`src/rtl/mem_port_arbiter.sv`:
```
// ---------------------------------------------------------------------------
// mem_port_arbiter
//
// Shares one byte-wide external RAM between instruction fetch (IF, word reads)
// and the MEM stage (byte/half/word loads and stores selected by a 4-bit lane
// mask). Each granted request is split into one RAM cycle per enabled lane,
// with lanes issued in ascending order. Read bytes are assembled into a 32-bit
// word. The requester then gets a one-cycle done pulse.
//
// Lane i covers byte address {addr[31:2],2'b00}+i and data bits
// [31-8i:24-8i], so lane 0 is the most significant byte.
//
// Ports
//   clk, rst        clock; asynchronous active-low reset
//   if_req_i        IF word-read request (level, held until if_done_o)
//   if_addr_i       IF word address (bits [1:0] ignored)
//   if_data_o       fetched word, non-zero only during the IF done pulse
//   if_done_o       one-cycle IF completion pulse
//   mem_ce_i        MEM request (level, held until mem_done_o), wins over IF
//   mem_we_i        1 = store, 0 = load
//   mem_addr_i      MEM address (bits [1:0] ignored)
//   mem_sel_i       lane enables
//   mem_data_i      lane-mapped store data
//   mem_data_o      lane-mapped load data, non-zero only during the MEM done pulse
//   mem_done_o      one-cycle MEM completion pulse
//   stall_req_o     mem_ce_i & ~mem_done_o (held low while in reset)
//   ram_a_o         RAM byte address (low RAM_AW bits)
//   ram_wr_o        RAM write strobe
//   ram_dout_o      RAM write data
//   ram_din_i       RAM read data, valid one cycle after its address
// ---------------------------------------------------------------------------
module mem_port_arbiter #(
  parameter int RAM_AW = 17
) (
  input  logic              clk,
  input  logic              rst,
  input  logic              if_req_i,
  input  logic [31:0]       if_addr_i,
  output logic [31:0]       if_data_o,
  output logic              if_done_o,
  input  logic              mem_ce_i,
  input  logic              mem_we_i,
  input  logic [31:0]       mem_addr_i,
  input  logic [3:0]        mem_sel_i,
  input  logic [31:0]       mem_data_i,
  output logic [31:0]       mem_data_o,
  output logic              mem_done_o,
  output logic              stall_req_o,
  output logic [RAM_AW-1:0] ram_a_o,
  output logic              ram_wr_o,
  output logic [7:0]        ram_dout_o,
  input  logic [7:0]        ram_din_i
);

  typedef enum logic [1:0] {
    IDLE = 2'd0,
    XFER = 2'd1,
    TAIL = 2'd2,
    DONE = 2'd3
  } state_t;

  // Byte of a word that belongs to a lane (lane 0 is the MSB).
  function automatic logic [7:0] lane_byte(input logic [31:0] w, input logic [1:0] lane);
    logic [7:0] b;
    case (lane)
      2'd0:    b = w[31:24];
      2'd1:    b = w[23:16];
      2'd2:    b = w[15:8];
      2'd3:    b = w[7:0];
      default: b = 8'h00;
    endcase
    return b;
  endfunction

  // Returns w with the byte of the given lane replaced by b.
  function automatic logic [31:0] put_lane(input logic [31:0] w, input logic [1:0] lane,
                                           input logic [7:0] b);
    logic [31:0] r;
    r = w;
    case (lane)
      2'd0:    r[31:24] = b;
      2'd1:    r[23:16] = b;
      2'd2:    r[15:8]  = b;
      2'd3:    r[7:0]   = b;
      default: r        = w;
    endcase
    return r;
  endfunction

  // Lowest enabled lane at or above start: {found, lane}. A start of 4 finds nothing.
  function automatic logic [2:0] lane_search(input logic [3:0] sel, input logic [2:0] start);
    logic [2:0] r;
    r = 3'b000;
    for (int i = 3; i >= 0; i--) begin
      if ((i >= int'(start)) && sel[i]) begin
        r = {1'b1, 2'(i)};
      end else begin
        r = r;
      end
    end
    return r;
  endfunction

  state_t             state_r, state_n;
  logic [1:0]         ptr_r, ptr_n;
  logic [1:0]         prev_ptr_r, prev_ptr_n;
  logic               first_r, first_n;
  logic               owner_mem_r, owner_mem_n;
  logic               we_r, we_n;
  logic [RAM_AW-3:0]  word_r, word_n;
  logic [3:0]         sel_r, sel_n;
  logic [31:0]        wdata_r, wdata_n;
  logic [31:0]        rdata_r, rdata_n;
  logic               if_done_r, if_done_n;
  logic               mem_done_r, mem_done_n;
  logic [31:0]        if_data_r, if_data_n;
  logic [31:0]        mem_data_r, mem_data_n;

  logic               pulse_s;
  logic               gnt_s;
  logic               gnt_mem_s;
  logic [3:0]         gnt_sel_s;
  logic [2:0]         gnt_lane_s;
  logic [2:0]         nxt_lane_s;
  logic               unused_s;

  // Low address bits are lane offsets and the high bits lie outside the RAM.
  assign unused_s = ^{if_addr_i, mem_addr_i};

  // The done pulse is a registered output, so the IDLE cycle that carries it
  // must not sample: the finished requester is still allowed to hold its request.
  assign pulse_s    = if_done_r | mem_done_r;
  assign gnt_s      = ~pulse_s & (mem_ce_i | if_req_i);
  assign gnt_mem_s  = mem_ce_i;
  assign gnt_sel_s  = mem_ce_i ? mem_sel_i : 4'b1111;
  assign gnt_lane_s = lane_search(gnt_sel_s, 3'd0);
  assign nxt_lane_s = lane_search(sel_r, {1'b0, ptr_r} + 3'd1);

  // Outputs seen by the pipeline; stall is forced low while in reset.
  assign if_done_o   = if_done_r;
  assign if_data_o   = if_data_r;
  assign mem_done_o  = mem_done_r;
  assign mem_data_o  = mem_data_r;
  assign stall_req_o = rst & mem_ce_i & ~mem_done_r;

  // State and datapath registers; reset aborts any transfer without a done pulse.
  always_ff @(posedge clk or negedge rst) begin
    if (!rst) begin
      state_r     <= IDLE;
      ptr_r       <= 2'd0;
      prev_ptr_r  <= 2'd0;
      first_r     <= 1'b0;
      owner_mem_r <= 1'b0;
      we_r        <= 1'b0;
      word_r      <= {(RAM_AW-2){1'b0}};
      sel_r       <= 4'b0000;
      wdata_r     <= 32'h0;
      rdata_r     <= 32'h0;
      if_done_r   <= 1'b0;
      mem_done_r  <= 1'b0;
      if_data_r   <= 32'h0;
      mem_data_r  <= 32'h0;
    end else begin
      state_r     <= state_n;
      ptr_r       <= ptr_n;
      prev_ptr_r  <= prev_ptr_n;
      first_r     <= first_n;
      owner_mem_r <= owner_mem_n;
      we_r        <= we_n;
      word_r      <= word_n;
      sel_r       <= sel_n;
      wdata_r     <= wdata_n;
      rdata_r     <= rdata_n;
      if_done_r   <= if_done_n;
      mem_done_r  <= mem_done_n;
      if_data_r   <= if_data_n;
      mem_data_r  <= mem_data_n;
    end
  end

  // Next-state logic: grant, per-lane sequencing, read capture and completion.
  always_comb begin
    state_n     = state_r;
    ptr_n       = ptr_r;
    prev_ptr_n  = prev_ptr_r;
    first_n     = first_r;
    owner_mem_n = owner_mem_r;
    we_n        = we_r;
    word_n      = word_r;
    sel_n       = sel_r;
    wdata_n     = wdata_r;
    rdata_n     = rdata_r;
    if_done_n   = 1'b0;
    mem_done_n  = 1'b0;
    if_data_n   = 32'h0;
    mem_data_n  = 32'h0;
    case (state_r)
      IDLE: begin
        if (gnt_s) begin
          owner_mem_n = gnt_mem_s;
          we_n        = gnt_mem_s ? mem_we_i : 1'b0;
          word_n      = gnt_mem_s ? mem_addr_i[RAM_AW-1:2] : if_addr_i[RAM_AW-1:2];
          sel_n       = gnt_sel_s;
          wdata_n     = gnt_mem_s ? mem_data_i : 32'h0;
          rdata_n     = 32'h0;
          first_n     = 1'b1;
          if (gnt_lane_s[2]) begin
            state_n = XFER;
            ptr_n   = gnt_lane_s[1:0];
          end else begin
            state_n = DONE;
          end
        end else begin
          state_n = IDLE;
        end
      end
      XFER: begin
        // Read data lags its address by one cycle, so it belongs to the previous lane.
        if (!we_r && !first_r) begin
          rdata_n = put_lane(rdata_r, prev_ptr_r, ram_din_i);
        end else begin
          rdata_n = rdata_r;
        end
        prev_ptr_n = ptr_r;
        first_n    = 1'b0;
        if (nxt_lane_s[2]) begin
          ptr_n = nxt_lane_s[1:0];
        end else if (we_r) begin
          state_n = DONE;
        end else begin
          state_n = TAIL;
        end
      end
      TAIL: begin
        rdata_n = put_lane(rdata_r, prev_ptr_r, ram_din_i);
        state_n = DONE;
      end
      DONE: begin
        if (owner_mem_r) begin
          mem_done_n = 1'b1;
          mem_data_n = rdata_r;
        end else begin
          if_done_n = 1'b1;
          if_data_n = rdata_r;
        end
        state_n = IDLE;
      end
      default: begin
        state_n = IDLE;
      end
    endcase
  end

  // RAM side: driven from registered state only and idle (all zero) outside XFER.
  always_comb begin
    ram_a_o    = {RAM_AW{1'b0}};
    ram_wr_o   = 1'b0;
    ram_dout_o = 8'h00;
    if (state_r == XFER) begin
      ram_a_o = {word_r, ptr_r};
      if (we_r) begin
        ram_wr_o   = 1'b1;
        ram_dout_o = lane_byte(wdata_r, ptr_r);
      end else begin
        ram_wr_o   = 1'b0;
        ram_dout_o = 8'h00;
      end
    end else begin
      ram_a_o = {RAM_AW{1'b0}};
    end
  end

endmodule

```
`config.mk`:
```
export PLATFORM = sky130hd
export DESIGN_NAME = mem_port_arbiter
export DESIGN_NICKNAME = d
export VERILOG_FILES = /design/src/rtl/mem_port_arbiter.sv
export SDC_FILE = /design/constraint.sdc
export NUM_CORES = 1
export LEC_CHECK = 0
export ABC_AREA = 1
export BUFFER_PORTS_ARGS = -buffer_cell sky130_fd_sc_hd__clkbuf_2
export CORE_MARGIN = 1.5
export CORE_UTILIZATION = 51
export DETAILED_ROUTE_END_ITERATION = 6
export HOLD_SLACK_MARGIN = 0.08
export PLACE_DENSITY_LB_ADDON = 0.15
export SYNTH_ARGS = -nofsm -noshare
export SYNTH_HDL_FRONTEND = slang
export SYNTH_SLANG_ARGS = --single-unit
```
`constraint.sdc`:
```
create_clock -name clk -period 2 [get_ports clk]
set_input_delay 0.2 -clock clk [delete_from_list [all_inputs] [get_ports clk]]
set_output_delay 0.2 -clock clk [all_outputs]
set_load 0.02 [all_outputs]
```
-- Yosys cells after proc, flatten, opt, wreduce, memory -nomap -nowiden
Cells that the tools add are included.
- register bits after elaboration: 158
- input bits: 113
- output and inout bits: 93
- word-level logic and storage cells: 100
- add/subtract/negate cells: 1
- magnitude comparators: 4
- equal/unequal tests: 14
- multiplexer cells: 44
- bitwise operators: 7
- reduce and logical (&&, ||, !) cells: 16
- operator list (cell ; number):
    32-bit two-way mux ; 7
    32-bit case mux with 3 select lines ; 1
    8-bit two-way mux ; 6
    8-bit case mux with 4 select lines ; 1
    3-bit two-way mux ; 8
    17-bit two-way mux ; 1
    15-bit two-way mux ; 1
    2-bit equality test (second input constant) ; 6
    2-bit two-way mux ; 6
    2-bit != test (second input constant) ; 5
    1-bit two-way mux ; 9
    2-bit case mux with 4 select lines ; 1
    2-bit by 1-bit equality test with 1-bit output (second input constant) ; 3
    1-bit by 3-bit greater-or-equal comparator with 1-bit output (first input constant) ; 2
    2-bit by 3-bit greater-or-equal comparator with 1-bit output (first input constant) ; 2
    2-bit zero test ; 3
    1-bit logical AND ; 5
    4-bit two-way mux ; 1
    2-bit case mux with 2 select lines ; 1
    2-bit AND reduction ; 2
    4-bit AND reduction ; 1
    2-bit by 1-bit adder with 3-bit output (second input constant) ; 1
    1-bit AND ; 3
    3-bit AND reduction ; 1
    6 further kinds ; 9

-- Depth between registers and ports, before layout
Gate-level depths: netlist of the first run.
- depth after elaboration: 9
- gate-level depth with buffers: 10
- depth with buffers taken out: 9

-- Worst setup path after synthesis of the first run
No wires, ideal clock.
- path type: register to output
- from: register state_r[1]
- to: output ram_dout_o[0]
- data arrival time: 1759 ps
- data required time: 1800 ps
- slack: 41 ps
- cell stages (with the launch flop): 9
- path buffers: 2
- cells stage by stage: dfrtp_1 > inv_1 > ha_1 > buf_6 > nand2_2 > inv_2 > clkbuf_1 > o21ai_0 > a31oi_1
- cells in the longest elaborated chain, start to end: 2
- RTL lines (element ; RTL line ; RTL):
    from (decl) ; 104 ; state_t state_r, state_n;
    from (signal assigned) ; 164 ; state_r <= state_n;
    2-bit by 1-bit equality test with 1-bit output ; 259 ; if (state_r == XFER) begin
    8-bit two-way mux ; 259 ;
    to (decl) ; 51 ; output logic [7:0] ram_dout_o,
Every way passes these cells.

-- Final worst setup path of the first run
- from: register state_r[1]
- to: output ram_dout_o[5]
Same word-level chain as after synthesis.

==> metrics.yaml, run 1 <==
min_path:
  hold_path.class: "in -> reg"
setup_path:
  criticalPathCategory: "reg -> out"
  cp-start-kind: "flip-flop"
  worstPathArrival_ps: 1710
  worstPathRequired_ps: 1800
  path_max_fanout: 5
  r2r_setup_slack_ps: 120
  endpoint_kind: "output port"
global_route:
  grt_overflow: 0
  grt_pass1_vias: 5115
  antenna_found_initial: 0
  grt_max_degree: 85
  grt_pass1_wl_um: 24100
  grt_usage: 0.238
route:
  wl_per_cell_um: 13.5
  viasPerCell: 4.82
  route.detailed.drc: 0
  ant_nets: 0
  vias: 5254
  drtPass1Iterations: 4
  finalWirelength_um: 14700
  drt_iter0_markers: 370
finish:
  syn2layout_area_growth_pct: 32.5
  drive_above_1_share: 0.281
  final_cell_mix: "nand2_1, clkbuf_2, dfrtp_1, nor2_1, inv_1"
  utilization: 0.694
  diodes: 0
  n_fill_cell: 967
  final_common_cell: "nand2_1"
  nets: 1027
power:
  p_per_area_mw_per_mm2: 1360
  power_mw: 11.4
  p_leak_nw: 4.59
  peakVddDrop_mv: 0.858
synth:
  yosysWarnings: 0
  syn-num-nets: 811
  synth_top_cells_by_area: "dfrtp_1, nand2_1, nor2_1"
  netlist_area_mm2: 0.00632
  synthXorXnorAreaFrac: 0
  synthCells: 693
  synth.distinct_cells: 22
  synthMuxAreaShare: 0
  ys_ff_latch: 157
  ys_seq_area_frac: 0.622
  syn_area_per_cell_um2: 9.12
  synth_top_cell_area_share: 0.622
  synth_largest_area_cell: "dfrtp_1"
  yosys.area_share.simple: 0.214
  synth_top_family_by_area: "simple AND/OR/NAND/NOR gates"
  synth-adder-area-share: 0.00990
  synth_compound_gate_area_share: 0.0866
floorplanning:
  fp.dieH_um: 114
  core_area_mm2: 0.0121
  rows: 40
  io_pins: 206
  die_w_um: 114
  dieArea_mm2: 0.0131
  initial_utilization: 0.524
run_status:
  status: "completed"
timing:
  timing.hold.ws_ps: 88.1
  fmax_mhz: 524
  finalHoldViolations: 0
  layout_setup_ws_ps: 89.8
  setup_viol: 0
  slew_headroom: 0.694
  finalCritPeriodShare: 0.955
  fin_crit_ps: 1910
  worstMarginPinSlew_ps: 459
  rsz0062_at_grt: "true"
  fin_worst_skew_ps: 10.1
  tns_ps: 0
  final_max_slew_viol_count: 0
placement:
  io_buffers: 171
  dp_hpwl_um: 9470
  post-place-ws_ps: 78.2
  place_congestion: 0.797
cts:
  htree_num_levels: 4
  cts_tree: "yes"
  worstSkewPairLatency_ps: 420
  clk_pin_slew_ps: 60
  cts_buffer_depth: 2
  cts_root_buf: "clkbuf_16"
  cts_buffers: 17
  cts_sinks: 157
flow_run:
  cap_violations: 0
==> area by class of cell <==
class / instances / area, um2 / area share
multi-input cells: 437 / 1990 / 0.237
well taps: 168 / 210 / 0.0251
repair buffers: 224 / 1380 / 0.165
inverters: 71 / 272 / 0.0324
clock inverters: 12 / 135 / 0.0161
repair inverters: 1 / 5.00 / 0.000598
flip-flops and latches: 157 / 3930 / 0.470
clock buffers: 19 / 453 / 0.0541
==> worst max-delay path, stage by stage (launching register included) <==
cell and delay, ps:
dfrtp_1 390, inv_2 90, ha_4 170, nand2_4 70, clkinv_2 110, o21ai_0 90
a31oi_1 160, clkbuf_2 200
==> timing repair <==
| item | CTS | global route |
|---|---|---|
| setup endpoints to repair | 23 | 8 |
| gates cloned | 0 | 1 |
| resized for setup | 6 | 10 |
| hold buffers | 37 | 0 |
| buffers inserted | 1 | 3 |
| hold endpoints to repair | 69 | 0 |
==> where the power goes <==
group          leakage [nW]  internal, mW  switching [mW]
registers              2.09          3.97           0.457
clock network         0.290          1.91            1.27
logic                  2.21          1.24            2.56
total                  4.59          7.11            4.29
==> routing by layer <==
| metal | part of all wire | GRT usage | vias to the layer above |
|---|---|---|---|
| met3 | 0.046 | 0.0540 | 18 |
| li1 | - | - | 2568 |
| met1 | 0.43 | 0.300 | 2503 |
| met2 | 0.51 | 0.407 | 165 |
| met5 | 0 | 0 | - |
| met4 | 0.016 | 0.0850 | 0 |
==> kinds of logic (layout without fill, tap and decap cells) <==
logic type                 count (synthesis)  in the layout
AOI/OAI and AO/OA                         99             99
buffers and inverters                     99            327
DFF                                      157            157
and+or+nand+nor                          333            333
adders and majority gates                  5              5
==> synthesized netlist by cell type <==
| cell | instances |
|---|---|
| nand2_1 | 225 |
| dfrtp_1 | 157 |
| nor2_1 | 76 |
| inv_1 | 69 |
| o21ai_0 | 56 |
| o21ai_1 | 24 |
| or2_2 | 16 |
| clkbuf_1 | 14 |
| nand3_1 | 9 |
| o21ai_2 | 9 |
| a31oi_1 | 8 |
| buf_2 | 6 |
| buf_6 | 5 |
| ha_1 | 5 |
| nand3_2 | 4 |
| buf_4 | 3 |
| a2bb2oi_1 | 2 |
| clkinv_1 | 1 |
| inv_2 | 1 |
| nand2_2 | 1 |
| nor2_4 | 1 |
| nor3b_4 | 1 |
==> flip-flops by register name, indices dropped and copies added (netlist names), 3 cells and up <==
signal,count
if_data_o,32
mem_data_o,32
rdata_r,32
wdata_r,32
word_r,15
sel_r,3
==> metrics by stage <==
| stage | instance area, um2 | std cells |
|---|---|---|
| floorplan | 6320 | 693 |
| global placement | 7340 | 1016 |
| detailed placement | 7340 | 1016 |
| CTS | 8330 | 1085 |
| global route | 8370 | 1089 |
| finish | 8370 | 1089 |
==> final timing paths <==
| check | startpoint | end | cells past startpoint |
|---|---|---|---|
| max | state_r[1] | ram_dout_o[5] | 7 |
| min | if_addr_i[7] | word_r[5] | 3 |
| max reg2reg | state_r[0] | rdata_r[18] | 7 |
| min reg2reg | wdata_r[9] | wdata_r[9] | 2 |
| max in group asynchronous | rst | ptr_r[0] | 3 |
| min in group asynchronous | rst | if_data_o[0] | 2 |
Power figures use the tool's default switching activity.
==> run 2: changes to the inputs <==
SETUP_SLACK_MARGIN = 0.1   (was unset)
==> run 2 against run 1 <==
Worst hold slack lost 4.7 ps. Critical path depth decreased by 2. Register-to-register slack better by 90 ps. Clock power is 7.3% higher. Cell count grew 0.64%. Maximum frequency rose by 0.45%. Final area up 2.5%. Die area unchanged. First-iteration DRC count is 10% higher. Global-route usage shrank 0.16 points. Count of clock-buffer cells in the layout decreased by 2. Core utilization is 1.7 points higher. Critical endpoint unchanged. Highest routed layer unchanged.
==> metrics.yaml, run 2 (synthesis results as in run 1) <==
floorplanning:
  core_area_mm2: 0.0121  # unchanged
  fp.dieH_um: 114  # unchanged
  initial_utilization: 0.524  # unchanged
  die_w_um: 114  # unchanged
  io_pins: 206  # unchanged
  dieArea_mm2: 0.0131  # unchanged
  rows: 40  # unchanged
cts:
  cts_buffer_depth: 2  # unchanged
  cts_tree: "yes"  # unchanged
  cts_root_buf: "clkbuf_16"  # unchanged
  clk_pin_slew_ps: 70  # was 60 ps
  cts_sinks: 157  # unchanged
  worstSkewPairLatency_ps: 430  # was 420 ps
  htree_num_levels: 4  # unchanged
  cts_buffers: 17  # unchanged
finish:
  syn2layout_area_growth_pct: 35.8  # was 32.5%
  drive_above_1_share: 0.297  # was 0.281
  nets: 1033  # was 1027
  diodes: 0  # unchanged
  n_fill_cell: 915  # was 967
  final_common_cell: "nand2_1"  # unchanged
  final_cell_mix: "nand2_1, clkbuf_2, dfrtp_1, nor2_1, inv_1"  # unchanged
  utilization: 0.712  # was 0.694
  post-route-cell-area_mm2: 0.00858  # was 0.00837 mm2
min_path:
  whs_path_depth: 3  # unchanged
  hp-start: "if_addr_i[6]"  # was if_addr_i[7]
  hold_path.class: "in -> reg"  # unchanged
  min_to: "word_r[4]"  # was word_r[5]
power:
  p_per_area_mw_per_mm2: 1380  # was 1360 mW/mm2
  peakVddDrop_mv: 0.804  # was 0.858 mV
  power_mw: 11.9  # was 11.4 mW
  p_leak_nw: 4.64  # was 4.59 nW
global_route:
  antenna_found_initial: 0  # unchanged
  grt_usage: 0.237  # was 0.238
  grt_max_degree: 110  # was 85
  grt_pass1_vias: 5120  # was 5115
  grt_pass1_wl_um: 23900  # was 24100 um
  grt_overflow: 0  # unchanged
route:
  vias: 5287  # was 5254
  drtPass1Iterations: 5  # was 4
  route.detailed.drc: 0  # unchanged
  drt_iter0_markers: 407  # was 370
  ant_nets: 0  # unchanged
  finalWirelength_um: 14700  # about the same
  wl_per_cell_um: 13.4  # was 13.5 um
  viasPerCell: 4.82  # about the same
timing:
  worstMarginPinSlew_ps: 614  # was 459 ps
  fmax_mhz: 526  # was 524 MHz
  setup_viol: 0  # unchanged
  rsz0062_at_grt: "true"  # unchanged
  final_max_slew_viol_count: 0  # unchanged
  finalCritPeriodShare: 0.951  # was 0.955
  fin_crit_ps: 1900  # was 1910 ps
  slew_headroom: 0.590  # was 0.694
  fin_worst_skew_ps: 11.7  # was 10.1 ps
  finalHoldViolations: 0  # unchanged
  tns_ps: 0  # unchanged
placement:
  dp_hpwl_um: 9300  # was 9470 um
  io_buffers: 171  # unchanged
  dpl_cell_area_mm2: 0.00738  # was 0.00734 mm2
  place_congestion: 0.818  # was 0.797
setup_path:
  worstPathRequired_ps: 1800  # about the same
  worstPathArrival_ps: 1700  # was 1710 ps
  reg2reg_from: "state_r[0]"  # unchanged
  endpoint_kind: "output port"  # unchanged
  r2r_setup_slack_ps: 210  # was 120 ps
  ff2ff_path_depth: 9  # was 7
  r2r_end: "rdata_r[9]"  # was rdata_r[18]
  cp-start-kind: "flip-flop"  # unchanged
  criticalPathCategory: "reg -> out"  # unchanged
  path_max_fanout: 8  # was 5
run_status:
  status: "completed"  # unchanged
flow_run:
  cap_violations: 0  # unchanged
-- run 2: cell types whose count changed in the layout (fill, tap and decap cells not counted), sizes merged --
cell	previous run	this run
clkbuf	188	180
buf	18	30
bufinv	2	3
inv	71	76
clkinv	10	6
dlygate4sd3	37	38
-- run 2: power breakdown --
part / total, mW / internal (mW) / switching (mW)
Clock: 3.40 / 2.01 / 1.39
Sequential: 4.41 / 3.96 / 0.447
Combinational: 4.07 / 1.39 / 2.68
Total: 11.9 / 7.37 / 4.51
-- run 2: per-stage QoR --
step | hold slack, ps | std cells | setup slack [ps]
after floorplan | -95.6 | 693 | 104
after global placement | 330 | 1016 | 129
after detailed placement | 334 | 1016 | 56.9
after CTS | 80.6 | 1089 | 81.9
after global routing | 112 | 1096 | -3.45
final | 83.4 | 1096 | 98.3
-- run 2: layout make-up --
cell class	instances	area (um2)	area share
Clock buffer	17	425	0.0496
Clock inverter	15	198	0.0230
Inverter	71	273	0.0318
Multi-Input combinational cell	437	2070	0.241
Sequential cell	157	3930	0.458
Tap cell	168	210	0.0245
Timing Repair Buffer	231	1480	0.172
-- run 2: worst max-delay path by stage --
| stage | start | end | slack, ps | depth (start not counted) |
|---|---|---|---|---|
| after detailed placement | state_r[1] | rdata_r[23] | 60 | 8 |
| after global placement | state_r[1] | rdata_r[23] | 130 | 8 |
| after CTS | state_r[0] | rdata_r[23] | 80 | 8 |
| final | ptr_r[1] | ram_dout_o[5] | 100 | 5 |
| after global routing | ptr_r[1] | ram_dout_o[5] | -3 | 5 |
| after floorplan | state_r[1] | ram_dout_o[0] | 100 | 8 |
-- run 2: critical path: stages, from the launching register on --
cell	delay (ps)
dfrtp_2	460
nor2_1	170
inv_1	140
o21ai_0	290
a31oi_2	60
buf_4	170
-- run 2: metal layers --
metal  track usage  vias to the layer above  part of all wire
met4        0.0842                        0             0.018
met1         0.310                     2484              0.44
met5             0                        -                 0
li1              -                     2588                 -
met3        0.0641                       26             0.055
met2         0.384                      189              0.49
-- run 2: repair_timing --
item | CTS | global route
hold endpoints to repair | 194 | 0
endpoints found under the setup margin | 49 | 71
gates resized for setup | 22 | 21
buffers inserted | 3 | 7
hold buffers | 38 | 0
pin swaps | 0 | 2
==> run 3: changes to the inputs <==
CORE_MARGIN = 2   (was 1.5)
==> run 3 against run 2 <==
Final area fell by 2.0%. Maximum frequency increased by 1.4%. Critical path type is now reg -> reg. First-iteration DRC count rose by 13%. Worst setup slack improved by 27 ps.
==> metrics.yaml, run 3 (synthesis results as in run 1) <==
run_status:
  status: "completed"  # unchanged
route:
  wl_per_cell_um: 12.8  # was 13.4 um
  drt_iter0_markers: 461  # was 407
  finalWirelength_um: 13900  # was 14700 um
  ant_nets: 0  # unchanged
  route.detailed.drc: 0  # unchanged
  drtPass1Iterations: 7  # was 5
  vias: 5129  # was 5287
  viasPerCell: 4.72  # was 4.82
flow_run:
  cap_violations: 0  # unchanged
timing:
  finalHoldViolations: 0  # unchanged
  fin_crit_ps: 1880  # was 1900 ps
  worstMarginPinSlew_ps: 477  # was 614 ps
  final_max_slew_viol_count: 0  # unchanged
  setup_viol: 0  # unchanged
  fin_worst_skew_ps: 9.40  # was 11.7 ps
  tns_ps: 0  # unchanged
  layout_setup_ws_ps: 125  # was 98.3 ps
  slew_headroom: 0.682  # was 0.590
  finalCritPeriodShare: 0.938  # was 0.951
  fmax_mhz: 533  # was 526 MHz
  rsz0062_at_grt: "true"  # unchanged
  timing.hold.ws_ps: 95.5  # was 83.4 ps
cts:
  cts_buffer_depth: 2  # unchanged
  clk_pin_slew_ps: 60  # was 70 ps
  cts_sinks: 157  # unchanged
  cts_buffers: 17  # unchanged
  cts_tree: "yes"  # unchanged
  htree_num_levels: 4  # unchanged
  worstSkewPairLatency_ps: 410  # was 430 ps
  cts_root_buf: "clkbuf_16"  # unchanged
finish:
  final_common_cell: "nand2_1"  # unchanged
  utilization: 0.698  # was 0.712
  final_cells: 1086  # was 1096
  n_fill_cell: 916  # was 915
  syn2layout_area_growth_pct: 33.2  # was 35.8%
  diodes: 0  # unchanged
  nets: 1023  # was 1033
  final_cell_mix: "nand2_1, clkbuf_2, dfrtp_1, nor2_1, inv_1"  # unchanged
  post-route-cell-area_mm2: 0.00841  # was 0.00858 mm2
  drive_above_1_share: 0.289  # was 0.297
placement:
  post-place-ws_ps: 34.2  # was 56.9 ps
  dp_hpwl_um: 9430  # was 9300 um
  dpl_cell_area_mm2: 0.00738  # about the same
  io_buffers: 171  # unchanged
  place_congestion: 0.824  # was 0.818
  place_inst: 1014  # was 1016
setup_path:
  cp-start-kind: "flip-flop"  # unchanged
  reg2reg_from: "state_r[0]"  # unchanged
  endpoint_kind: "flip-flop"  # was output port
  worstPathRequired_ps: 2290  # was 1800 ps
  criticalPathCategory: "reg -> reg"  # was reg -> out
  worstPathArrival_ps: 2160  # was 1700 ps
  crit_slowest_cell: "dfrtp_1"  # was dfrtp_2
  crit_start: "state_r[0]"  # was ptr_r[1]
  critical_path.top_delay_family: "simple AND/OR/NAND/NOR gates"  # was flip-flops
  path_max_fanout: 16  # was 8
  worstPathCellList: "ha_4 -> nand2_2 -> inv_4 -> buf_4 -> nor3b_4 -> nand3_2 -> nand2_1 -> o21ai_2"  # was nor2_1 -> inv_1 -> o21ai_0 -> a31oi_2 -> buf_4
  crit_buf_inv: 2  # unchanged
  cpPeakStageDelay_ps: 430  # was 460 ps
floorplanning:
  rows: 40  # unchanged
  io_pins: 206  # unchanged
  initial_utilization: 0.524  # unchanged
  dieArea_mm2: 0.0133  # was 0.0131 mm2
  die_w_um: 115  # was 114 um
  fp.dieH_um: 115  # was 114 um
  core_area_mm2: 0.0121  # unchanged
global_route:
  grt_usage: 0.224  # was 0.237
  grt_overflow: 0  # unchanged
  antenna_found_initial: 0  # unchanged
  grt_max_degree: 92  # was 110
  grt_pass1_wl_um: 23300  # was 23900 um
  grt_pass1_vias: 4965  # was 5120
power:
  p_int_mw: 7.00  # was 7.37 mW
  p_per_area_mw_per_mm2: 1340  # was 1380 mW/mm2
  peakVddDrop_mv: 0.713  # was 0.804 mV
  p_sw_mw: 4.30  # was 4.51 mW
  clock_power_share: 0.273  # was 0.286
  pwr-share-comb: 0.338  # was 0.343
  pwr-share-seq: 0.389  # was 0.371
  power_mw: 11.3  # was 11.9 mW
  p_leak_nw: 4.56  # was 4.64 nW
  swShare: 0.381  # was 0.380
min_path:
  hp-start: "if_addr_i[9]"  # was if_addr_i[6]
  hold_path.class: "in -> reg"  # unchanged
==> run 3: repair_timing <==
item / 4_1_cts / 5_1_grt
setup endpoints to repair: 56 / 47
hold buffers: 35 / 0
buffers inserted: 5 / 0
gates resized for setup: 24 / 10
gates cloned: 0 / 0
hold endpoints to repair: 69 / 0
==> run 3: worst paths after layout <==
check | end | slack [ps] | cells past startpoint
max in group asynchronous | sel_r[1] | 980 | 3
min in group asynchronous | if_data_o[26] | 230 | 2
min | word_r[7] | 100 | 3
max | rdata_r[16] | 120 | 8
max reg2reg | rdata_r[16] | 120 | 8
min reg2reg | sel_r[1] | 470 | 2
==> run 3: power by group through the flow <==
stage	combinational, mW	clock (mW)	sequential (mW)
3_3_place_gp	3.55	0	4.40
3_5_place_dp	3.65	0	4.43
2_1_floorplan	2.83	0	4.38
5_1_grt	4.37	3.27	4.49
4_1_cts	3.84	3.13	4.39
6_report	3.82	3.09	4.40
==> run 3: cell type report <==
class | instances | area [um2] | area share
flip-flops and latches | 157 | 3930 | 0.467
clock inverters | 13 | 130 | 0.0155
well taps | 168 | 210 | 0.0250
inverters | 71 | 269 | 0.0320
clock buffers | 19 | 443 | 0.0526
multi-input cells | 437 | 2030 | 0.241
repair buffers | 221 | 1400 | 0.166
==> run 3: metal layers <==
layer	part of all wire	global-route usage	vias up
li1	-	-	2567
met1	0.44	0.290	2400
met2	0.50	0.384	151
met3	0.053	0.0511	11
met4	0.0087	0.0586	0
met5	0	0	-
==> run 3: worst reg2reg max path, delay by kind of cell (launching register included) <==
kind,cells,cell delay (ps)
DFF,1,430
adders and majority gates,1,200
buffers and inverters,2,200
and+or+nand+nor,4,870
AOI/OAI and AO/OA,1,60
